==> src/rtl/seq_multiplier.sv <==
// Sequential shift-and-add multiplier, one multiplier bit per cycle.
// Signed operands are multiplied as magnitudes, and the sign is applied when C is loaded.
module seq_multiplier #(
    parameter int WIDTH = 4
) (
    input  logic                 clk,
    input  logic                 reset,
    input  logic                 start,
    input  logic                 signed_mode,
    input  logic [WIDTH-1:0]     A,
    input  logic [WIDTH-1:0]     B,
    output logic [2*WIDTH-1:0]   C,
    output logic                 busy,
    output logic                 done
);
    localparam int CW = $clog2(WIDTH + 1);

    typedef enum logic {IDLE, RUN} state_t;

    state_t               state, state_nxt;
    logic [CW-1:0]        cnt;
    logic [WIDTH-1:0]     a_mag, b_sh, a_abs, b_abs;
    logic                 neg;
    logic [2*WIDTH-1:0]   acc, acc_nxt, addend;
    logic                 last;

    // Negating 2^(WIDTH-1) in WIDTH bits gives the same bit pattern,
    // which is the correct unsigned magnitude.
    assign a_abs  = (signed_mode && A[WIDTH-1]) ? WIDTH'(-A) : A;
    assign b_abs  = (signed_mode && B[WIDTH-1]) ? WIDTH'(-B) : B;
    assign addend = b_sh[0] ? ((2*WIDTH)'(a_mag) << cnt) : '0;
    assign acc_nxt = acc + addend;
    assign last   = (cnt == CW'(WIDTH - 1));

    always_ff @(posedge clk) begin
        if (reset) state <= IDLE;
        else       state <= state_nxt;
    end

    always_comb begin
        state_nxt = state;
        case (state)
            IDLE: if (start) state_nxt = RUN;
            RUN:  if (last)  state_nxt = IDLE;
            default: state_nxt = IDLE;
        endcase
    end

    always_ff @(posedge clk) begin
        if (reset) begin
            cnt   <= '0;
            acc   <= '0;
            a_mag <= '0;
            b_sh  <= '0;
            neg   <= 1'b0;
            C     <= '0;
            busy  <= 1'b0;
            done  <= 1'b0;
        end else begin
            done <= 1'b0;
            case (state)
                IDLE: if (start) begin
                    a_mag <= a_abs;
                    b_sh  <= b_abs;
                    neg   <= signed_mode & (A[WIDTH-1] ^ B[WIDTH-1]);
                    acc   <= '0;
                    cnt   <= '0;
                    busy  <= 1'b1;
                end
                RUN: begin
                    acc  <= acc_nxt;
                    cnt  <= cnt + 1'b1;
                    b_sh <= b_sh >> 1;
                    if (last) begin
                        C    <= neg ? (2*WIDTH)'(-acc_nxt) : acc_nxt;
                        done <= 1'b1;
                        busy <= 1'b0;
                    end
                end
                default: ;
            endcase
        end
    end
endmodule
==> config.mk <==
export PLATFORM = sky130hd
export DESIGN_NAME = seq_multiplier
export DESIGN_NICKNAME = d
export VERILOG_FILES = /design/src/rtl/seq_multiplier.sv
export SDC_FILE = /design/constraint.sdc
export NUM_CORES = 1
export LEC_CHECK = 0
export CAP_MARGIN = 40
export CORE_MARGIN = 2
export CORE_UTILIZATION = 48
export CTS_CLUSTER_DIAMETER = 120
export DETAILED_ROUTE_END_ITERATION = 7
export PLACE_DENSITY_LB_ADDON = 0.3
export SETUP_SLACK_MARGIN = 0.5
export SYNTH_ARGS = -nofsm -noshare
export SYNTH_HDL_FRONTEND = slang
export SYNTH_SLANG_ARGS = --single-unit
==> constraint.sdc <==
create_clock -name clk -period 4.43 [get_ports clk]
set_input_delay 1.329 -clock clk [delete_from_list [all_inputs] [get_ports clk]]
set_output_delay 1.329 -clock clk [all_outputs]
set_load 0.01 [all_outputs]
== After elaboration in Yosys (flattened, before gate mapping) ==
Cells that the tools add are included.
Storage, ports and cells
  flip-flop bits (word level): 31
  input bits: 12
  output and inout port bits: 10
Cells by class
  add/subtract/negate cells: 5
  equality and inequality tests: 3
  shifts and indexed selects: 1
  mux-type cells: 17
  bitwise gates (word level): 3
  reduce and logical (&&, ||, !) cells: 6
Operators with widths (count)
  $mux 8: 3
  $pmux 8 s2: 1
  $mux 4: 3
  $add 8x8->8: 1
  $neg 4->4: 2
  $neg 8->8: 1
  $pmux 4 s2: 1
  $shl 4x3->8: 1
  $pmux 3 s2: 1
  $reduce_and 2->1: 3
  $mux 1: 5
  $pmux 1 s2: 2
  $add 3x1->3 const B: 1
  $eq 3x2->1 const B: 1
  $mux 3: 1
  $logic_and 1x1->1: 2
  $ne 2x1->1 const B: 1
  $ne 2x2->1 const B: 1
  $reduce_or 2->1: 1
  $and 1x1->1: 1
  $not 1->1: 1
  $xor 1x1->1: 1

== Depth between registers and ports, before layout ==
  depth in word-level cells: 5
  gate-level depth with buffers: 13
  mapped depth without buffers: 12

== Worst setup path after synthesis ==
No wires, ideal clock.
  path kind: reg2reg
  start: reg cnt[0]
  end: reg C[7]
  library setup time: 0.126 ns
  arrival time: 2.963 ns
  required time: 4.304 ns
  setup slack: 1.341 ns
  cell stages (with the launch flop): 12
  buffers on the path: 1
  cells stage by stage: dfxtp_1 > buf_1 > or3b_2 > nor2_1 > ha_1 > fa_1 > a211oi_2 > nor4_1 > or4_4 > o41ai_2 > or4_1 > nand3_1
On the way
  longest elaborated chain between the ends: 5
  elaborated cells between the ends (all ways): 7
  those cells by class: add/sub (2); eq/ne (1); shift (1); mux (2); reduce/logical (1)
RTL lines
  start: declaration: RTL line 21  | logic [CW-1:0] cnt;
  start signal: assignment: RTL line 72  | cnt <= cnt + 1'b1;
  $shl 4x3->8: RTL line 31  | assign addend = b_sh[0] ? ((2*WIDTH)'(a_mag) << cnt) : '0;
  $mux 8: RTL line 31
  $add 8x8->8: RTL line 32  | assign acc_nxt = acc + addend;
  $neg 8->8: RTL line 75  | C <= neg ? (2*WIDTH)'(-acc_nxt) : acc_nxt;
  $mux 8: RTL line 75
  end signal: assignment: RTL line 75
  end: declaration: RTL line 12  | output logic [2*WIDTH-1:0] C,
Parallel ways exist; a longest one is shown, timed or not.
A chain may end at the register's enable or synchronous reset.

== Worst setup path after layout ==
  start: reg cnt[1]
  end: reg C[7]
The elaborated chain is that of the path after synthesis.

==> summary.md <==
| Metric | Value |
|---|---|
| Post-synth EDFFs | `0` |
| Clk buf depth | `2` |
| 1st-pass router iterations | `4` |
| First-pass GRT wire length | `6.86 mm` |
| Busiest grt layer | `met2` |
| Placed Cells | `310` |
| Clock Power Share | `0.441` |
| R2R Setup Slk | `1.12 ns` |
| Sw Pwr | `0.000158 W` |
| Netlist Area Pre-Place | `0.00196 sq mm` |
| Combinational cell fraction of total power | `0.105` |
| Pin count of the biggest net entering global routing | `21` |
| #FFs+latches synth | `31` |
| TritonCTS clock tree | `built` |
| FF-to-FF path depth | `11` |
| Core Util, Final | `0.585` |
| Resized Gates After CTS | `0` |
| Inserted Diodes | `0` |
| Share of layout cells above drive strength 1 | `0.0896` |
| Vias in the first global route | `1490` |
| Finish-stage setup viols | `0` |
| Crit-path cells | `mux2_2, nand2_1, o21ai_0, o211a_1, ha_1, o21ai_0, o211a_1, or4_4, o41ai_2, or4_1, nand3_1` |
| Fillers | `373` |
| Hold Startpoint | `C[5]` |
| Met2 Track Usage GR | `0.322` |
| Fin crit share | `0.747` |
| CP max stage cell | `or4_4` |
| CP max FO | `11` |
| Worst-Margin Slew | `0.735 ns` |
| Worst reg2reg path endpoint | `C[7]` |
| CTS H-tree depth | `2` |
| Vias per std cell | `5.62` |
| Ys async rst share | `0` |
| Most frequent cells after synthesis | `dfxtp_1 (31), nor2_1 (31), nand2_1 (25)` |
| Peak Freq | `302 MHz` |
| Peak VDD IR | `0.000158 V` |
| Dpl cell area | `0.00221 sq mm` |
| Number of max-cap violations | `0` |
| Flop pwr share | `0.453` |
| Share of the synthesized area in the top cell type | `0.316` |
| Die width | `68.0 microns` |
| Core ar. | `0.00397 sq mm` |
| Req. time, crit path | `4.60 ns` |
| Tot GR Track Use | `0.200` |
| Final Skew | `0.00462 ns` |
| DIE AREA | `0.00462 sq mm` |
| Final nets | `292` |
| Post-synth top flop | `dfxtp_1` |
| Critical R2R Launch | `cnt[1]` |
| Unrepaired setup endpoints after global routing | `false` |
| Clock Latency Late Sink | `0.28 ns` |
| Top cells by area, synth | `dfxtp_1 (32%), ha_1 (7.6%), nor2_1 (5.9%), a21oi_1 (5.4%), nand2_1 (4.8%)` |
| Power Density | `283 mW/mm^2` |
| I/O pin cnt | `22` |
| Floorplan row count | `23` |
| GR Overflow Total | `0` |
| Hold_buf cts | `0` |
| LEAKAGE | `0.936 nW` |
| CP endpoint | `C[7]` |
| Post-Synthesis Cells | `248` |
| Internal power | `0.000500 W` |
| Initial Utilization | `0.495` |
| Finished Layout Cells | `318` |
| Synth Area per Inst | `7.92 sq um` |
| Setup crit start kind | `flop` |
| Minimum clock period after layout | `3.31 ns` |
| Tightest Hold Check Type | `flop to flop` |
| Critical path arrival | `3.48 ns` |
| Antenna violations before repair | `0` |
| Placer Congestion | `0.940` |
| WL final | `4.30 mm` |
| Net count after synthesis | `273` |
| Max-slew headroom | `0.510` |
| Sequential area share after synthesis | `0.316` |
| Initial drt markers | `74` |
| Status | `finished, final reports clean` |
| Switching share of power | `0.240` |
| DR WL/cell | `13.5 microns` |
| Port Buf Inserts | `21` |
| Biggest area consumer among synthesized cells | `dfxtp_1` |
| Hold Crit Depth | `2` |
| Synth unique cells | `52` |
| Antenna-violating nets left | `0` |
| Root buffer cell | `clkbuf_8` |
| Post-route cell area | `0.00232 sq mm` |
| Met3 usage | `0.0444` |
| Clk slew on worst S/H paths | `0.07 ns` |
| Nature of the critical path endpoint | `flop` |
| Clock sinks | `31` |
| Clock buffer count from CTS | `5` |
| Crit path from | `cnt[1]` |
| Pins Over Slew Limit | `0` |
| Residual DRC | `0` |
| Post-route total power | `0.000658 W` |
| Setup TNS Final | `0 ns` |
| Met1 Usage GRT | `0.261` |
| Detailed placement HPWL | `3.28 mm` |
| Routed via count | `1786` |
| Warnings, synthesis | `0` |
| Die H | `68.0 microns` |
| Hold Fails Final Rpt | `0` |
| Critical path class | `flop to flop` |
| Area delta synth->final | `18.3%` |
| Worst path max stage delay | `0.56 ns` |
| Post-CTS setup buffer count | `0` |
[layout make-up]
type,instances,area [sq um],share of cell area
well taps,50,62.6,0.0269
inverters,12,45.0,0.0194
flip-flops and latches,31,621,0.267
clock inverters,2,35.0,0.0151
clock buffers,6,82.6,0.0355
repair buffers,24,240,0.103
multi-input cells,193,1240,0.533
[flip-flops by register name, indices dropped and copies added (netlist names)]
name / count
neg: 1
a_mag: 4
b_sh: 4
done: 1
acc: 8
busy: 1
state: 1
C: 8
cnt: 3
[worst min path at each step]
stage / slack (ns) / endpoint
2_1_floorplan: 0.45 / b_sh[2]
3_3_place_gp: 0.43 / C[5]
3_5_place_dp: 0.44 / C[5]
4_1_cts: 0.45 / C[5]
5_1_grt: 0.46 / C[5]
6_report: 0.45 / C[5]
[cell usage in the layout, fill, tap and decap left out, types with 2 or more instances in the layout]
cell / Yosys / final
dfxtp_1: 31 / 31
nor2_1: 31 / 31
nand2_1: 25 / 25
a21oi_1: 21 / 21
clkdlybuf4s50_1: 0 / 21
inv_1: 12 / 12
o21ai_0: 12 / 12
ha_1: 12 / 12
nand3_1: 9 / 9
nor3b_1: 8 / 8
xor2_1: 7 / 7
nor2b_1: 6 / 6
clkbuf_8: 0 / 6
nor3_1: 5 / 5
mux2i_1: 4 / 4
a311oi_1: 4 / 4
o21ai_1: 4 / 4
nand2b_1: 3 / 3
mux2_2: 3 / 3
or3_1: 3 / 3
o31ai_1: 3 / 3
or3b_2: 2 / 2
a31oi_1: 2 / 2
o211a_1: 2 / 2
o21a_1: 2 / 2
o211ai_1: 2 / 2
buf_4: 0 / 2
[metal layers]
metal / up-vias / wire length, microns
met5: - / 0
met4: 0 / 57
met3: 4 / 178
li1: 917 / -
met2: 47 / 1960
met1: 818 / 2110
[critical path, delay by kind of cell (launching register included)]
kind                     cells  cell delay, ns
adder cells (fa/ha/maj)      1            0.31
multiplexers                 1            0.41
flip-flops                   1            0.51
AND/OR/NAND/NOR              4            0.86
AO/OA/AOI/OAI                5            1.11
[power by group through the flow]
stage | Clock [W] | Combinational (W) | Sequential (W)
after floorplan | 0 | 0.0000475 | 0.000298
after global placement | 0 | 0.0000625 | 0.000307
after detailed placement | 0 | 0.0000687 | 0.000304
after CTS | 0.000298 | 0.0000690 | 0.000298
after global routing | 0.000307 | 0.0000766 | 0.000300
final | 0.000291 | 0.0000692 | 0.000298
[cells by family (layout without fill, tap and decap cells)]
family | Yosys count | count (layout) | synth area share
adder cells (fa/ha/maj) | 13 | 13 | 0.0866
AND/OR/NAND/NOR | 102 | 102 | 0.263
AO/OA/AOI/OAI | 63 | 63 | 0.208
XOR/XNOR | 8 | 8 | 0.0357
multiplexers | 7 | 7 | 0.0376
flip-flops | 31 | 31 | 0.316
buffers and inverters | 24 | 44 | 0.0535
[metrics by stage]
stage | setup slack [ns] | hold slack, ns
final | 1.12 | 0.446
after global routing | 0.964 | 0.463
after CTS | 1.13 | 0.451
after detailed placement | 1.14 | 0.442
after global placement | 1.21 | 0.435
after floorplan | 1.34 | 0.449
Note: power is estimated with default switching activity, not from simulation.
==> variant 1 (same flow settings) <==
`WIDTH`: 4 -> 8.
--- a/src/rtl/seq_multiplier.sv
+++ b/src/rtl/seq_multiplier.sv
@@ -2,5 +2,5 @@
 // Signed operands are multiplied as magnitudes, and the sign is applied when C is loaded.
 module seq_multiplier #(
-    parameter int WIDTH = 4
+    parameter int WIDTH = 8
 ) (
     input  logic                 clk,
Interface: changed (resized A, B and C); port bits go from 22 to 38. The function was not compared with the original's and may differ.
==> variant 1 against the unedited design <==
  * Non-clock buffer count grew 29
  * Total power grew 64%
  * Global-route usage grew 2.2 points
  * Count of clock-buffer cells in the layout grew 1
  * Final area grew 100%
  * Critical path depth grew 2
  * Routed wire length grew 130%
  * First-iteration DRC count grew 110%
  * Synthesized area grew 110%
  * Setup slack lost 490 ps
  * Sequential cell count grew 25
==> variant 1: results <==
group,metric,value,unit
worst_setup_path,cp.arrival,4020,ps
place,io_buffers,37,
worst_setup_path,rrSetupSlack,630,ps
grt,grt_pass1_vias,3519,
yosys,ys.flop_type,"dfxtp_1",
grt,grt.total_usage,0.222,
worst_hold_path,hp-class,"flip-flop to flip-flop",
final_layout,nNetsFinal,603,
yosys,synth.net_count,579,
yosys,ys_seq_area_frac,0.275,
place,place_area,4520,um2
worst_setup_path,critPathKind,"flip-flop to flip-flop",
final_layout,drive_above_1_share,0.0975,
sta,clock_skew,3.40,ps
yosys,synth_commonest_cells,"nor2_1, dfxtp_1, a21oi_1",
run_status,status,"finished, final reports clean",
power,p_leak,0.00184,uW
worst_setup_path,rr_worst_depth,13,
cts,cts_buffers,5,
yosys,ys_types,55,
detailed_routing,drt-pass1-iter-count,4,
final_layout,reg_top3,"C: 16 flops, acc: 16 flops",
cts,path_clk_slew,100,ps
final_layout,fillers,783,
grt,grt_first_pass_wirelength,16200,um
sta,tightest_slew,675,ps
worst_setup_path,path_max_fanout,8,
yosys,synth_area_leaders,"dfxtp_1, nor2_1, a21oi_1",
cts,clkLatencyLatePin,310,ps
worst_setup_path,worstReg2RegEnd,"C[15]",
grt,grt_start_max_net_pins,58,
detailed_routing,wl,9770,um
sta,clock.fmax,263,MHz
detailed_routing,vias,3867,
place,dp_slack,278,ps
place,hpwlAfterDp,7210,um
detailed_routing,drt_iter0_markers,153,
place,routabilityCongestion,0.969,
power,peakVddDrop,138,uV
-- variant 1: how the worst min path moves through the flow --
| stage | startpoint | endpoint | slack [ps] | depth (start not counted) |
|---|---|---|---|---|
| after global routing | C[0] | C[0] | 490 | 2 |
| final | C[2] | C[2] | 460 | 2 |
| after detailed placement | busy | busy | 450 | 1 |
| after CTS | C[2] | C[2] | 470 | 2 |
| after floorplan | b_sh[7] | b_sh[6] | 450 | 2 |
| after global placement | C[2] | C[2] | 440 | 2 |
-- variant 1: kinds of logic after synthesis --
group           Yosys count  share of synthesized area
compound gates          145                      0.232
xor+xnor                 26                     0.0576
buf+inv                  46                     0.0426
mux                      21                     0.0564
fa+ha+maj                20                     0.0631
simple gates            225                      0.274
flops                    56                      0.275
-- variant 1: critical path: stages (launching register included) --
cell and delay [ps]:
dfxtp_4 420, mux2i_1 270, mux2_2 210, mux2i_1 80, nor2b_1 140, ha_1 360
a21o_1 290, a221oi_4 410, xnor2_2 160, nor4_4 350, o2111ai_2 210, a2111o_1 390
a21o_1 180, a32o_1 240
-- variant 1: metal layers --
metal  vias up  global-route usage  share of wire
met5         -                   0              0
li1       1985                   -              -
met3        14              0.0266          0.050
met1      1780               0.292           0.47
met4         0              0.0762          0.015
met2        88               0.374           0.46
-- variant 1: area by class of cell --
cell class	count	area, um2	share of cell area
clock buffers	7	96.3	0.0202
inverters	10	37.5	0.00788
multi-input cells	437	2850	0.599
repair buffers	53	485	0.102
flip-flops and latches	56	1130	0.237
well taps	105	131	0.0276
clock inverters	1	30.0	0.00630
-- variant 1: timing repair --
item,CTS,global route
resized for setup,3,20
pin swaps,1,2
setup buffers,1,5
endpoints found under the setup margin,3,7
-- variant 1: where the power goes --
group,total [uW],internal (uW),switching [uW]
clock network,372,200,172
logic,176,78.0,98.2
registers,534,517,16.8
-- variant 1: through the flow --
step | power [uW] | instances
floorplan | 660 | 539
global placement | 710 | 655
detailed placement | 713 | 655
CTS | 1080 | 664
global route | 1130 | 669
finish | 1080 | 669
==> variant 2 (same settings) <==
Made on the original files. Register the output `C` once more, cleared by the reset; this adds one clock of latency there. The other outputs are not delayed to match.
--- a/src/rtl/seq_multiplier.sv
+++ b/src/rtl/seq_multiplier.sv
@@ -17,4 +17,6 @@
 
     typedef enum logic {IDLE, RUN} state_t;
+
+    logic [2*WIDTH-1:0] C_s0;
 
     state_t               state, state_nxt;
@@ -54,5 +56,5 @@
             b_sh  <= '0;
             neg   <= 1'b0;
-            C     <= '0;
+            C_s0  <= '0;
             busy  <= 1'b0;
             done  <= 1'b0;
@@ -73,5 +75,5 @@
                     b_sh <= b_sh >> 1;
                     if (last) begin
-                        C    <= neg ? (2*WIDTH)'(-acc_nxt) : acc_nxt;
+                        C_s0 <= neg ? (2*WIDTH)'(-acc_nxt) : acc_nxt;
                         done <= 1'b1;
                         busy <= 1'b0;
@@ -82,3 +84,11 @@
         end
     end
+    always_ff @(posedge clk) begin
+        if (reset) begin
+            C <= '0;
+        end else begin
+            C <= C_s0;
+        end
+    end
+
 endmodule
Behaviour: not the same (a bounded check fails within 10 cycles, from zero or initial values and one cycle with reset high).
==> variant 2 against the unedited design <==
  * Highest routed layer unchanged
  * Setup slack better by 140 ps
  * Synthesized area rose by 10%
  * First-iteration DRC count is 11% higher
  * Final area up 7.4%
  * Total power increased by 2.8%
  * Sequential cell count up 8
  * Critical path type unchanged
  * Routed wire length is 2.0% lower
  * Hold slack improved by 20 ps
==> variant 2: results <==
group,metric,value,unit
yosys,ys_seq_area_frac,0.361,
detailed_routing,route.met2.wl,1970,um
yosys,synth_commonest_cells,"dfxtp_1, nor2_1, a21oi_1",
detailed_routing,vias,1799,
yosys,ys_types,53,
final_layout,inverters,10,
final_layout,multi_input_area_share,0.518,
worst_setup_path,slowest_stage,"dfxtp_1",
place,hpwlAfterDp,3270,um
worst_setup_path,critPathMaxStageDelay,610,ps
worst_setup_path,critPathKind,"flip-flop to flip-flop",
grt,grt.met2_usage,0.301,
power,peakVddDrop,154,uV
worst_setup_path,reg2reg_from,"cnt[0]",
yosys,synth_area_leaders,"dfxtp_1, ha_1, a21oi_1",
yosys,ys_ff_latch,39,
yosys,avgSynthCellArea,8.55,um2
worst_setup_path,path_max_fanout,14,
detailed_routing,drt_iter0_markers,82,
final_layout,clk_share,0.0326,
detailed_routing,via_per_inst,5.54,
final_layout,buf_share,0.0962,
final_layout,n_clock_buffer,7,
worst_setup_path,crit_family,"simple AND/OR/NAND/NOR gates",
detailed_routing,drt-wirelength-per-cell,13.0,um
detailed_routing,wl_met1,2020,um
power,p_seq,369,uW
power,power.switching,173,uW
yosys,synth.net_count,278,
place,place_area,2420,um2
grt,grt_first_pass_wirelength,7540,um
final_layout,fillers,414,
final_layout,drive_above_1_share,0.0733,
run_status,status,"finished, final reports clean",
grt,grt.total_usage,0.187,
floorplan,die-area,5060,um2
grt,grt_pass1_vias,1687,
place,dp_slack,1270,ps
sta,slew_headroom,0.604,
worst_hold_path,hold_start,"C_s0[4]",
grt,grt_start_max_net_pins,30,
final_layout,seq_share,0.313,
final_layout,reg_top3,"C: 8 flops, C_s0: 8 flops, acc: 8 flops",
place,place_inst,317,
final_layout,nNetsFinal,297,
power,p_comb,75.4,uW
power,seqPwrFrac,0.545,
place,routabilityCongestion,0.811,
power,p_leak,0.000991,uW
final_layout,multi_input_cells,192,
## variant 2: changes by cell type after synthesis, sizes merged, moves of 5 or more
cell,delta
xnor2,+5
nor2b,+6
dfxtp,+8
nand2,-5
o21ai,-9
xor2,-5
a22o,+6
## variant 2: cells by family (layout without fill, tap and decap cells)
logic type | count (synthesis) | after routing | share of synthesized area
fa+ha+maj | 13 | 13 | 0.0787
simple gates | 102 | 102 | 0.248
xor+xnor | 8 | 8 | 0.0324
flops | 39 | 39 | 0.361
buf+inv | 22 | 42 | 0.0416
mux | 6 | 6 | 0.0283
compound gates | 63 | 63 | 0.210
## variant 2: worst paths after layout
| kind | end | slack [ps] | depth (start not counted) |
|---|---|---|---|
| hold / removal | C_s0[4] | 470 | 1 |
| setup reg to reg | C_s0[7] | 1260 | 11 |
| setup / recovery | C_s0[7] | 1260 | 11 |
| hold reg to reg | C_s0[4] | 470 | 1 |
